`src/rtl/fp_mul_seq.sv`:
```
// fp_mul_seq: multi-cycle IEEE-754 single-format multiplier with a radix-2 shift-add mantissa array,
// followed by normalize, round-to-nearest-even and pack stages, plus full special-case and range-flag handling.
module fp_mul_seq #(
    parameter int DATA_W = 32,
    parameter int EXP_W  = 8
) (
    input  logic              clk,
    input  logic              rst_n,
    input  logic              start,
    output logic              busy,
    output logic              done,
    input  logic [DATA_W-1:0] op_a,
    input  logic [DATA_W-1:0] op_b,
    output logic              overflow,
    output logic              underflow,
    output logic              exception,
    output logic [DATA_W-1:0] res
);
    localparam int MAN_W  = DATA_W - EXP_W;
    localparam int FRAC_W = MAN_W - 1;
    localparam int CNT_W  = $clog2(MAN_W);
    localparam logic [EXP_W+1:0] BIAS_X = (EXP_W+2)'(2**(EXP_W-1) - 1);
    localparam logic [EXP_W+1:0] EMAX_X = (EXP_W+2)'(2**EXP_W - 1);
    localparam logic [DATA_W-1:0] QNAN = {1'b0, {EXP_W{1'b1}}, 1'b1, {(FRAC_W-1){1'b0}}};

    typedef enum logic [2:0] {S_IDLE, S_MUL, S_NORM, S_RND, S_FIN} state_t;
    typedef enum logic [1:0] {SP_NONE, SP_NAN, SP_INF, SP_ZERO} special_t;

    state_t              state_q;
    special_t            sp_q, sp_d;
    logic [CNT_W-1:0]    cnt_q;
    logic                busy_q, done_q, ovf_q, unf_q, exc_q;
    logic [DATA_W-1:0]   res_q;
    logic                sign_q, exp_inc_q, g_q, r_q, s_q;
    logic [EXP_W-1:0]    ea_q, eb_q;
    logic [MAN_W-1:0]    ma_q, man_q;
    logic [2*MAN_W-1:0]  acc_q, acc_d, pn;
    logic [MAN_W:0]      add_d, man_rnd;
    logic [EXP_W+1:0]    e_q, e_d;
    logic                rnd_up, ovf_w, unf_w;
    logic [EXP_W-1:0]    a_e, b_e;
    logic                a_zero, b_zero, a_inf, b_inf, a_nan, b_nan;
    logic [DATA_W-1:0]   res_d;

    assign a_e    = op_a[DATA_W-2 -: EXP_W];
    assign b_e    = op_b[DATA_W-2 -: EXP_W];
    assign a_zero = a_e == '0;
    assign b_zero = b_e == '0;
    assign a_inf  = &a_e && op_a[FRAC_W-1:0] == '0;
    assign b_inf  = &b_e && op_b[FRAC_W-1:0] == '0;
    assign a_nan  = &a_e && |op_a[FRAC_W-1:0];
    assign b_nan  = &b_e && |op_b[FRAC_W-1:0];
    assign sp_d   = (a_nan || b_nan || (a_inf && b_zero) || (b_inf && a_zero)) ? SP_NAN :
                    (a_inf || b_inf) ? SP_INF : (a_zero || b_zero) ? SP_ZERO : SP_NONE;

    // one multiplier bit per cycle: conditional add into the upper half, then shift right
    assign add_d   = {1'b0, acc_q[2*MAN_W-1:MAN_W]} + (acc_q[0] ? {1'b0, ma_q} : '0);
    assign acc_d   = {add_d, acc_q[MAN_W-1:1]};
    assign pn      = acc_q[2*MAN_W-1] ? acc_q : {acc_q[2*MAN_W-2:0], 1'b0};
    assign rnd_up  = g_q && (r_q || s_q || man_q[0]);
    assign man_rnd = {1'b0, man_q} + {{MAN_W{1'b0}}, rnd_up};
    assign e_d     = {2'b00, ea_q} + {2'b00, eb_q} - BIAS_X + {{(EXP_W+1){1'b0}}, exp_inc_q}
                   + {{(EXP_W+1){1'b0}}, man_rnd[MAN_W]};
    assign ovf_w   = !e_q[EXP_W+1] && e_q >= EMAX_X;
    assign unf_w   = e_q[EXP_W+1] || e_q == '0;
    assign res_d   = sp_q == SP_NAN  ? QNAN :
                     sp_q == SP_INF  ? {sign_q, {EXP_W{1'b1}}, {FRAC_W{1'b0}}} :
                     sp_q == SP_ZERO ? {sign_q, {(DATA_W-1){1'b0}}} :
                     ovf_w           ? {sign_q, {EXP_W{1'b1}}, {FRAC_W{1'b0}}} :
                     unf_w           ? {sign_q, {(DATA_W-1){1'b0}}} :
                                       {sign_q, e_q[EXP_W-1:0], man_q[FRAC_W-1:0]};

    always_ff @(posedge clk or negedge rst_n) begin
        if (!rst_n) begin
            state_q <= S_IDLE;
            cnt_q   <= '0;
            busy_q  <= 1'b0;
            done_q  <= 1'b0;
            res_q   <= '0;
            ovf_q   <= 1'b0;
            unf_q   <= 1'b0;
            exc_q   <= 1'b0;
        end else begin
            busy_q <= state_q != S_IDLE;
            done_q <= 1'b0;
            if (start) begin
                state_q <= S_MUL;
                cnt_q   <= '0;
            end else begin
                case (state_q)
                    S_MUL: begin
                        cnt_q   <= cnt_q + 1'b1;
                        state_q <= cnt_q == CNT_W'(MAN_W - 1) ? S_NORM : S_MUL;
                    end
                    S_NORM: state_q <= S_RND;
                    S_RND:  state_q <= S_FIN;
                    S_FIN: begin
                        res_q   <= res_d;
                        ovf_q   <= sp_q == SP_NONE && ovf_w;
                        unf_q   <= sp_q == SP_NONE && !ovf_w && unf_w;
                        exc_q   <= sp_q == SP_NAN;
                        done_q  <= 1'b1;
                        state_q <= S_IDLE;
                    end
                    default: state_q <= S_IDLE;
                endcase
            end
        end
    end

    // datapath registers need no reset: every operation reloads them on start
    always_ff @(posedge clk) begin
        if (start) begin
            sign_q <= op_a[DATA_W-1] ^ op_b[DATA_W-1];
            ea_q   <= a_e;
            eb_q   <= b_e;
            ma_q   <= {1'b1, op_a[FRAC_W-1:0]};
            acc_q  <= {{MAN_W{1'b0}}, 1'b1, op_b[FRAC_W-1:0]};
            sp_q   <= sp_d;
        end else begin
            case (state_q)
                S_MUL: acc_q <= acc_d;
                S_NORM: begin
                    man_q     <= pn[2*MAN_W-1:MAN_W];
                    g_q       <= pn[MAN_W-1];
                    r_q       <= pn[MAN_W-2];
                    s_q       <= |pn[MAN_W-3:0];
                    exp_inc_q <= acc_q[2*MAN_W-1];
                end
                S_RND: begin
                    man_q <= man_rnd[MAN_W] ? {1'b1, {(MAN_W-1){1'b0}}} : man_rnd[MAN_W-1:0];
                    e_q   <= e_d;
                end
                default: ;
            endcase
        end
    end

    assign busy      = busy_q;
    assign done      = done_q;
    assign res       = res_q;
    assign overflow  = ovf_q;
    assign underflow = unf_q;
    assign exception = exc_q;
endmodule

```
`config.mk`:
```
export PLATFORM = sky130hd
export DESIGN_NAME = fp_mul_seq
export DESIGN_NICKNAME = d
export VERILOG_FILES = /design/src/rtl/fp_mul_seq.sv
export SDC_FILE = /design/constraint.sdc
export NUM_CORES = 1
export LEC_CHECK = 0
export ABC_AREA = 0
export CAP_MARGIN = 20
export CORE_MARGIN = 5
export CORE_UTILIZATION = 43
export CTS_CLUSTER_DIAMETER = 60
export DETAILED_ROUTE_END_ITERATION = 6
export MAX_ROUTING_LAYER = met4
export PLACE_DENSITY = 0.66
export SLEW_MARGIN = 20
export SYNTH_ARGS = -nofsm -noshare
export SYNTH_HDL_FRONTEND = slang
export SYNTH_SLANG_ARGS = --single-unit
export TNS_END_PERCENT = 5
```
`constraint.sdc`:
```
create_clock -name clk -period 7.8 [get_ports clk]
set_clock_uncertainty 0.2 [all_clocks]
set_input_delay 1.95 -clock clk [delete_from_list [all_inputs] [get_ports clk]]
set_output_delay 1.95 -clock clk [all_outputs]
set_load 0.01 [all_outputs]
```
# Word level (Yosys, flattened, before mapping)
# Cells that the tools add are included.
# Widths: inputs -> output; s select.
[totals]
out_inout_bits = 37
elab_cells = 98
register_bits = 173
inputBits = 67
[classes]
n_addsub = 7
order_cmp = 1
mux = 20
reduce_logical = 39
bitwise_logic = 2
n_eq_ne = 8
[op_table]
columns = ["operator", "count"]
rows = [
  ["$mux 31", 4],
  ["$mux 24", 2],
  ["$mux 48", 1],
  ["$pmux 24 s2", 1],
  ["$logic_not 23->1", 2],
  ["$mux 23", 2],
  ["$reduce_or 23->1", 2],
  ["$mux 32", 1],
  ["$add 24x1->25", 1],
  ["$add 24x24->25", 1],
  ["$reduce_or 22->1", 1],
  ["$add 10x1->10", 2],
  ["$logic_not 8->1", 2],
  ["$reduce_and 8->1", 2],
  ["$logic_and 1x1->1", 11],
  ["$ge 10x8->1 const B", 1],
  ["$logic_not 10->1", 1],
  ["$mux 5", 2],
  ["$sub 9x7->10 const B", 1],
  ["$add 8x8->9", 1],
  ["$pmux 3 s3", 1],
  ["$logic_or 1x1->1", 8],
  ["$reduce_and 2->1", 4],
  ["$eq 3x2->1 const B", 2],
  ["15 further kinds", 21],
]

# Logic depth before layout (Yosys ltp)
# Gate-level depths: netlist of the first run.
[depth]
word_depth = 7
ltp_mapped = 17
ltp_nobuf = 17

# Worst setup path after synthesis of the first run
# OpenSTA, ideal clock, no wires.
[synth_timing]
path_type = "in2reg"
from = "in start"
to = "reg e_q[0], enable pin"
path_slack_ps = 4183
n_path_buf = 0
setup_ps = 343
arrival_ps = 3073
stages = 4
cell_sequence = "inv_1 -> nand3_1 -> inv_1 -> and2_1"
[synth_via]
elab_chain_len = 2
[synth_lines]
columns = ["item", "line_no", "source"]
rows = [
  ["from (decl)", "9", "input logic start,"],
  ["$not 1->1 (no source line)", "n/a", ""],
  ["$reduce_and 2->1 (no source line)", "n/a", ""],
  ["to (signal assigned)", "132", "e_q <= e_d;"],
  ["to (decl)", "39", "logic [EXP_W+1:0] e_q, e_d;"],
]
# No other way between the ends.
# A chain may end at the register's enable or synchronous reset.

# Final worst setup path of the first run
[layout_timing]
from = "in start"
to = "reg e_q[4], enable pin"
# Same word-level chain as after synthesis.

==> reports/results.txt, run 1 <==
# diodes = 0
Core Footprint = 21,000 sq um
CTS clock-pin slew for the worst setup and hold paths = 0.06 ns
Setup bufs post-CTS = 0
Post-Place Cell Area = 10,400 sq um
Syn Area/Cell = 11.2 sq um
Synth warn = 0
Register area share after synthesis = 51.9%
Post-Synth XOR/XNOR Area = 5.01%
Initial DRC Count = 436
Drt wl/cell = 16.5 microns
Setup TNS = 0 ns
Num CTS Buffers = 17
Post-synthesis compound-gate area fraction = 14.2%
Htree depth = 4
Fmax = 265 MHz
Main combinational cell family by area after synthesis = simple AND/OR/NAND/NOR gates
Cells after Synth = 816
Ranking of synthesized cells by area = edfxtp_1 (34%), dfrtp_1 (12%), ha_1 (5.8%)
Number of routed nets with antenna violations = 0
Reg2reg setup slack = 4.04 ns
Vias in the first global route = 6,297
First-pass GRT wire length = 32,700 microns
Die area = 24,200 sq um
Synthesized area = 9100 sq um
# setup viols final = 0
Dpl hpwl = 14,900 microns
Nets = 1,024
Setup ws final = 4.03 ns
Fin. max-slew vios = 0
Fin crit share = 48.3%
Max IR drop VDD = 125 uV
CTS tree = built
Max-cap violations = 0
Via count = 6,535
Post-synth top flop = edfxtp_1
CP Max Fanout = 26
Total GRT Usage = 17.2%
Clock latency at the later pin of the worst-skew pair = 0.42 ns
Simple-gate share of the synthesized area = 14.5%
PwrDens = 222 nW/um^2
Finished Layout Cells = 1,201
Hold Path Sink = res[31]$_DFFE_PN0P_
Critical Path Start Type = input port
Reg2Reg Depth = 17
Distinct cells, synth = 69
Critical Path End Type = flip-flop
Post-synthesis mux area share = 5.84%
Grt ovf = 0
Hold WS = 0.277 ns
Slew at the pin with the worst max-slew slack = 0.978 ns
Hold-fix buffers at CTS = 0
Crit path DAT = 3.64 ns
Clock net sink count = 173
CTS resizes = 0
Cell taking the most area after synthesis = edfxtp_1
DRC = 0
Width of the die = 155 microns
Clock Tree Root = clkbuf_16
Area Overhead vs Synth = 21.1%
Min Tclk post-route = 3.77 ns
Final wirelength = 19,800 microns
Placement Setup Slack = 3.57 ns
Yosys top cell area share = 34.0%
Reg-to-reg endpoint = e_q[8]$_DFFE_PP_
Ys async rst share = 26.0%
Status = complete, no violations
EDFF count, synth = 103
Post-Syn Nets = 927
Cell area after layout = 11,000 sq um
Leak Pwr = 4.26 nW
DRT Pass-1 Iters = 5
Crit Path Class = input port to flip-flop
RSZ-0062 raised after global routing = no
Worst hold start = res[31]$_DFFE_PN0P_
Initial antenna violation count = 0
RR Startpoint = g_q$_DFFE_PP_
Hold path depth = 2
Final hold vios = 0
Adder-Cell Fraction of Synth Area = 6.22%
Port bufs = 103
Flip-flop and latch count after synthesis = 173
Placed Cells = 1,169
Clock buffer depth = 2
Critical Path RT = 7.67 ns
Row cnt = 53
Largest net degree at the start of global routing = 85
Die H = 155 microns
Initial Util = 43.4%
Vias per std cell = 5.44
Rel. slew slack = 34.8%
IO Pins = 104
Hold Path Class = flip-flop to flip-flop
Layout cells sized above 1 = 8.75%
Gpl congestion = 0.902
[registers in the layout (all words and copies together), names as in the netlist, 2 cells and up]
signal,cells
acc_q,48
man_q,24
sp_q,2
cnt_q,5
ea_q,8
res,32
ma_q,23
state_q,3
eb_q,8
e_q,10
[through the flow]
| step | power [mW] | utilization [%] |
|---|---|---|
| 6_report | 2.45 | 52.6 |
| 5_1_grt | 2.56 | 52.6 |
| 4_1_cts | 2.46 | 52.6 |
| 3_5_place_dp | 1.56 | 49.6 |
| 3_3_place_gp | 1.56 | 49.6 |
| 2_1_floorplan | 1.42 | - |
[routing by layer]
metal	GRT usage [%]	wire length (microns)	part of all wire (%)
met1	24.3	9520	48
met3	2.67	928	4.7
met4	5.00	291	1.5
met2	25.9	9050	46
met5	-	0	0
[how the worst max path moves through the flow]
stage / depth (start not counted) / slack, ns / startpoint / to
global placement: 5 / 3.67 / start / e_q[8]$_DFFE_PP_
detailed placement: 5 / 3.57 / start / e_q[7]$_DFFE_PP_
CTS: 5 / 4.01 / start / e_q[6]$_DFFE_PP_
global route: 17 / 3.76 / g_q$_DFFE_PP_ / e_q[8]$_DFFE_PP_
floorplan: 4 / 4.18 / start / e_q[0]$_DFFE_PP_
finish: 5 / 4.03 / start / e_q[4]$_DFFE_PP_
[synthesized netlist by cell type, types with 3 or more instances]
library cell,number
clkbuf_1,23
edfxtp_1,103
or2_2,3
o21a_1,5
o211ai_1,5
a31oi_1,6
nand4_1,13
nor3_1,15
o31ai_1,3
a21o_1,8
buf_1,3
buf_2,4
and2_1,28
a41oi_1,3
a22o_1,39
nor4_1,18
or4_1,3
xnor2_1,29
and3_1,6
mux2i_1,25
nand2b_1,8
ha_1,42
nor2_1,37
dfxtp_1,25
mux2_2,25
nand3_1,22
nor2b_1,8
inv_1,27
xor2_1,23
dfrtp_1,45
o22ai_1,15
a21oi_1,47
o21ai_0,32
nand2_1,74
[worst max-delay path: stages]
cell and delay, ns:
buf_4 0.15, inv_1 0.12, nand3_1 0.15, inv_1 0.74, and2_1 0.52
[where the power goes]
group / switching [mW] / internal, mW
sequential: 0.0598 / 1.05
combinational: 0.225 / 0.207
clock: 0.355 / 0.547
[cell families (layout without fill, tap and decap cells)]
| logic type | Yosys count | in the layout |
|---|---|---|
| simple gates | 252 | 252 |
| compound gates | 188 | 188 |
| fa+ha+maj | 44 | 44 |
| mux | 50 | 50 |
| flops | 173 | 173 |
| xor+xnor | 52 | 52 |
| buf+inv | 57 | 167 |
[cells in the final DEF (no fill, tap or decap), types with 3 or more instances in the layout]
cell type          n
mux2i_1           25
a21oi_1           47
and3_1             6
bufinv_16          4
edfxtp_1         103
nor2_1            37
ha_1              42
inv_1             27
clkinv_4           3
o31ai_1            3
a21o_1             8
o211ai_1           5
or4_1              3
nor3_1            15
o21ai_0           32
nand3_1           22
a22o_1            39
xor2_1            23
o21a_1             5
mux2_2            25
nand2b_1           8
clkbuf_16         17
clkdlybuf4s50_1  101
o22ai_1           15
nand4_1           13
nor4_1            18
dfrtp_1           45
a41oi_1            3
and2_1            28
dfxtp_1           25
nand2_1           74
buf_4              7
xnor2_1           29
nor2b_1            8
a31oi_1            6
or2_2              3
[area by class of cell]
| type | instances | area (sq um) |
|---|---|---|
| sequential | 173 | 4720 |
| multi-input combinational | 586 | 4160 |
| clock buffer | 19 | 443 |
| fill | 1869 | 9930 |
| inverter | 27 | 101 |
| timing repair buffer | 108 | 1060 |
| tap | 275 | 344 |
| clock inverter | 13 | 189 |
(Power assumes the default switching activity.)
==> run 2, diff against run 1 <==
--- a/config.mk
+++ b/config.mk
@@ -12,7 +12,7 @@
 export CTS_CLUSTER_DIAMETER = 60
 export DETAILED_ROUTE_END_ITERATION = 6
 export MAX_ROUTING_LAYER = met4
-export PLACE_DENSITY = 0.66
+export PLACE_DENSITY = 0.68
 export SLEW_MARGIN = 20
 export SYNTH_ARGS = -nofsm -noshare
 export SYNTH_HDL_FRONTEND = slang
==> constraint.sdc (replaced) <==
create_clock -name clk -period 3.3 [get_ports clk]
set_clock_uncertainty 0.2 [all_clocks]
set_input_delay 0.825 -clock clk [delete_from_list [all_inputs] [get_ports clk]]
set_output_delay 0.825 -clock clk [all_outputs]
set_load 0.01 [all_outputs]
==> reports/results.txt, run 2 (synthesis gave the netlist of run 1 again) <==
Sequential group share of total power = 46.6% (+1.2 points)
Num CTS Buffers = 17 (unchanged)
Clock power share = 34.7% (-2.2 points)
Reg-to-reg endpoint = e_q[8]$_DFFE_PP_
Die area = 24,200 sq um (unchanged)
Drt wl/cell = 16.1 microns (-2.3%)
Number of buffers and inverters on the critical path = 0 (-3)
Initial DRC Count = 445 (+2.1%)
Clock latency at the later pin of the worst-skew pair = 0.43 ns (about the same)
Layout cells sized above 1 = 12.9% (+4.2 points)
Via count = 6,633 (+1.5%)
DRC = 0 (unchanged)
Net Sw Frac = 27.1% (+0.88 points)
Final hold vios = 0 (unchanged)
Critical Path End Type = flip-flop
CP Max Fanout = 3 (-88%)
Slew at the pin with the worst max-slew slack = 0.747 ns (-0.231 ns)
Core Footprint = 21,000 sq um (unchanged)
Clock buffer depth = 2 (unchanged)
Critical path startpoint = man_q[0]$_DFFE_PP_
Max FFs per register = 48 (unchanged)
CTS tree = built
Commonest cells after routing, fill and taps aside = edfxtp_1 (103), clkdlybuf4s50_1 (101), nand2_1 (74)
Finished Layout Cells = 1,234 (+2.7%)
DRT Pass-1 Iters = 5 (unchanged)
Vias in the first global route = 6,491 (+3.1%)
Critical Path RT = 3.27 ns (-4.40 ns)
Reg2Reg Depth = 17 (unchanged)
Placed Cells = 1,199 (+2.6%)
Hold Path Class = input port to asynchronous set/reset pin
Largest net degree at the start of global routing = 41 (-52%)
Worst path top cell family by delay = simple AND/OR/NAND/NOR gates
Net Sw Power = 1.52 mW (+140%)
Fmax = 309 MHz
Post-Place Cell Area = 10,600 sq um (+2.4%)
Reg2reg setup slack = 0.07 ns (-3.97 ns)
PwrDens = 500 nW/um^2 (+130%)
Nets = 1,057 (+3.2%)
Clock net sink count = 173 (unchanged)
Max IR drop VDD = 318 uV (+160%)
Total Power = 5.64 mW (+130%)
Port bufs = 103 (unchanged)
Fin. max-slew vios = 0 (unchanged)
Status = complete, no violations
Worst-path cell chain = and2_4, ha_4, and3_4, and3_4, and2_4, nand3_4, a21oi_2, ha_2, a41oi_2, fa_2, nor2b_1, o21ai_1, nand2b_1, a21o_1, a21oi_2, o21ai_2, xor2_1
Area Overhead vs Synth = 23.9%
Worst path slowest cell = edfxtp_1
Reg with most FFs = acc_q
CTS clock-pin slew for the worst setup and hold paths = 0.07 ns (about the same)
Width of the die = 155 microns (unchanged)
Final wirelength = 19,900 microns (+0.34%)
RSZ-0062 raised after global routing = yes
Hold-fix buffers at CTS = 0 (unchanged)
Comb pwr share = 18.7% (+1.0 points)
Crit Path Class = flip-flop to flip-flop
P_int = 4.11 mW (+130%)
Htree depth = 4 (unchanged)
Dpl hpwl = 15,200 microns (+2.1%)
Vias per std cell = 5.38 (-1.2%)
IO Pins = 104 (unchanged)
Crit path DAT = 3.20 ns (-0.44 ns)
Cell area after layout = 11,300 sq um (+2.3%)
Fin crit share = 98.0%
RR Startpoint = man_q[0]$_DFFE_PP_
Leading cell type in the layout, fill and taps excluded = edfxtp_1
# diodes = 0 (unchanged)
Die H = 155 microns (unchanged)
Total GRT Usage = 17.0% (-0.26 points)
Critical Path Start Type = flip-flop
Max-cap violations = 0 (unchanged)
First-pass GRT wire length = 32,300 microns (-1.3%)
Initial Util = 43.4% (unchanged)
Row cnt = 53 (unchanged)
Gpl congestion = 0.865 (-4.1%)
Leak Pwr = 4.39 nW (+3.2%)
Min Tclk post-route = 3.23 ns
Rel. slew slack = 50.2% (+15 points)
Grt ovf = 0 (unchanged)
Number of routed nets with antenna violations = 0 (unchanged)
# setup viols final = 0 (unchanged)
Clock Tree Root = clkbuf_16
CP peak stage delay = 0.38 ns (-0.36 ns)
Initial antenna violation count = 0 (unchanged)
## run 2: changes by cell type in the layout (fill, tap and decap cells not counted), sizes merged
cell	delta
buf	+33
bufinv	-2
clkbuf	-1
clkinv	+1
clkinvlp	+1
inv	+1
## run 2: per-layer routing
metal	up-vias	GRT usage [%]	share of wire [%]
li1	3346	-	-
met1	3143	22.8	48
met2	125	26.6	47
met3	19	3.03	3.8
met4	0	4.84	1.5
met5	-	-	0
## run 2: worst max-delay path by stage
stage	slack, ns	endpoint	depth (start not counted)
5_1_grt	-0.11	e_q[8]$_DFFE_PP_	17
6_report	0.07	e_q[8]$_DFFE_PP_	17
4_1_cts	0.009	e_q[8]$_DFFE_PP_	17
2_1_floorplan	0.003	e_q[8]$_DFFE_PP_	17
3_5_place_dp	-0.02	e_q[8]$_DFFE_PP_	17
3_3_place_gp	0.03	e_q[8]$_DFFE_PP_	17
## run 2: final cells by class
| type | count | area, sq um |
|---|---|---|
| clock buffers | 18 | 429 |
| clock inverters | 14 | 143 |
| fillers | 1853 | 9680 |
| inverters | 27 | 101 |
| multi-input cells | 586 | 4230 |
| flip-flops and latches | 173 | 4720 |
| well taps | 275 | 344 |
| repair buffers | 141 | 1310 |
## run 2: per-stage QoR
| step | util (%) | setup slack (ns) | setup TNS (ns) | hold WS, ns |
|---|---|---|---|---|
| 6_report | 53.8 | 0.0655 | 0 | 0.0920 |
| 4_1_cts | 53.5 | 0.00881 | 0 | 0.0849 |
| 3_5_place_dp | 50.8 | -0.0188 | -0.0188 | 0.261 |
| 5_1_grt | 53.8 | -0.109 | -0.198 | 0.111 |
| 3_3_place_gp | 50.8 | 0.0273 | 0 | 0.253 |
| 2_1_floorplan | - | 0.00297 | 0 | 0.232 |
## run 2: power by group through the flow
stage	clock (mW)	sequential [mW]	combinational (mW)
2_1_floorplan	0	2.61	0.746
3_3_place_gp	0	2.67	1.02
3_5_place_dp	0	2.67	1.04
4_1_cts	1.99	2.63	1.04
5_1_grt	2.09	2.65	1.18
6_report	1.96	2.63	1.05
## run 2: timing repair
item                                   CTS  global route
endpoints found under the hold margin    0             0
setup endpoints to repair                2             3
gates resized for setup                  0             8
setup buffers                            0             3
pin swaps                                1             7
## run 2: worst register-to-register path: cells and delay by family, from the launching register on
family | cells | cell delay, ns
xor+xnor | 1 | 0.14
compound gates | 6 | 0.80
fa+ha+maj | 3 | 0.58
flops | 1 | 0.38
simple gates | 7 | 0.87
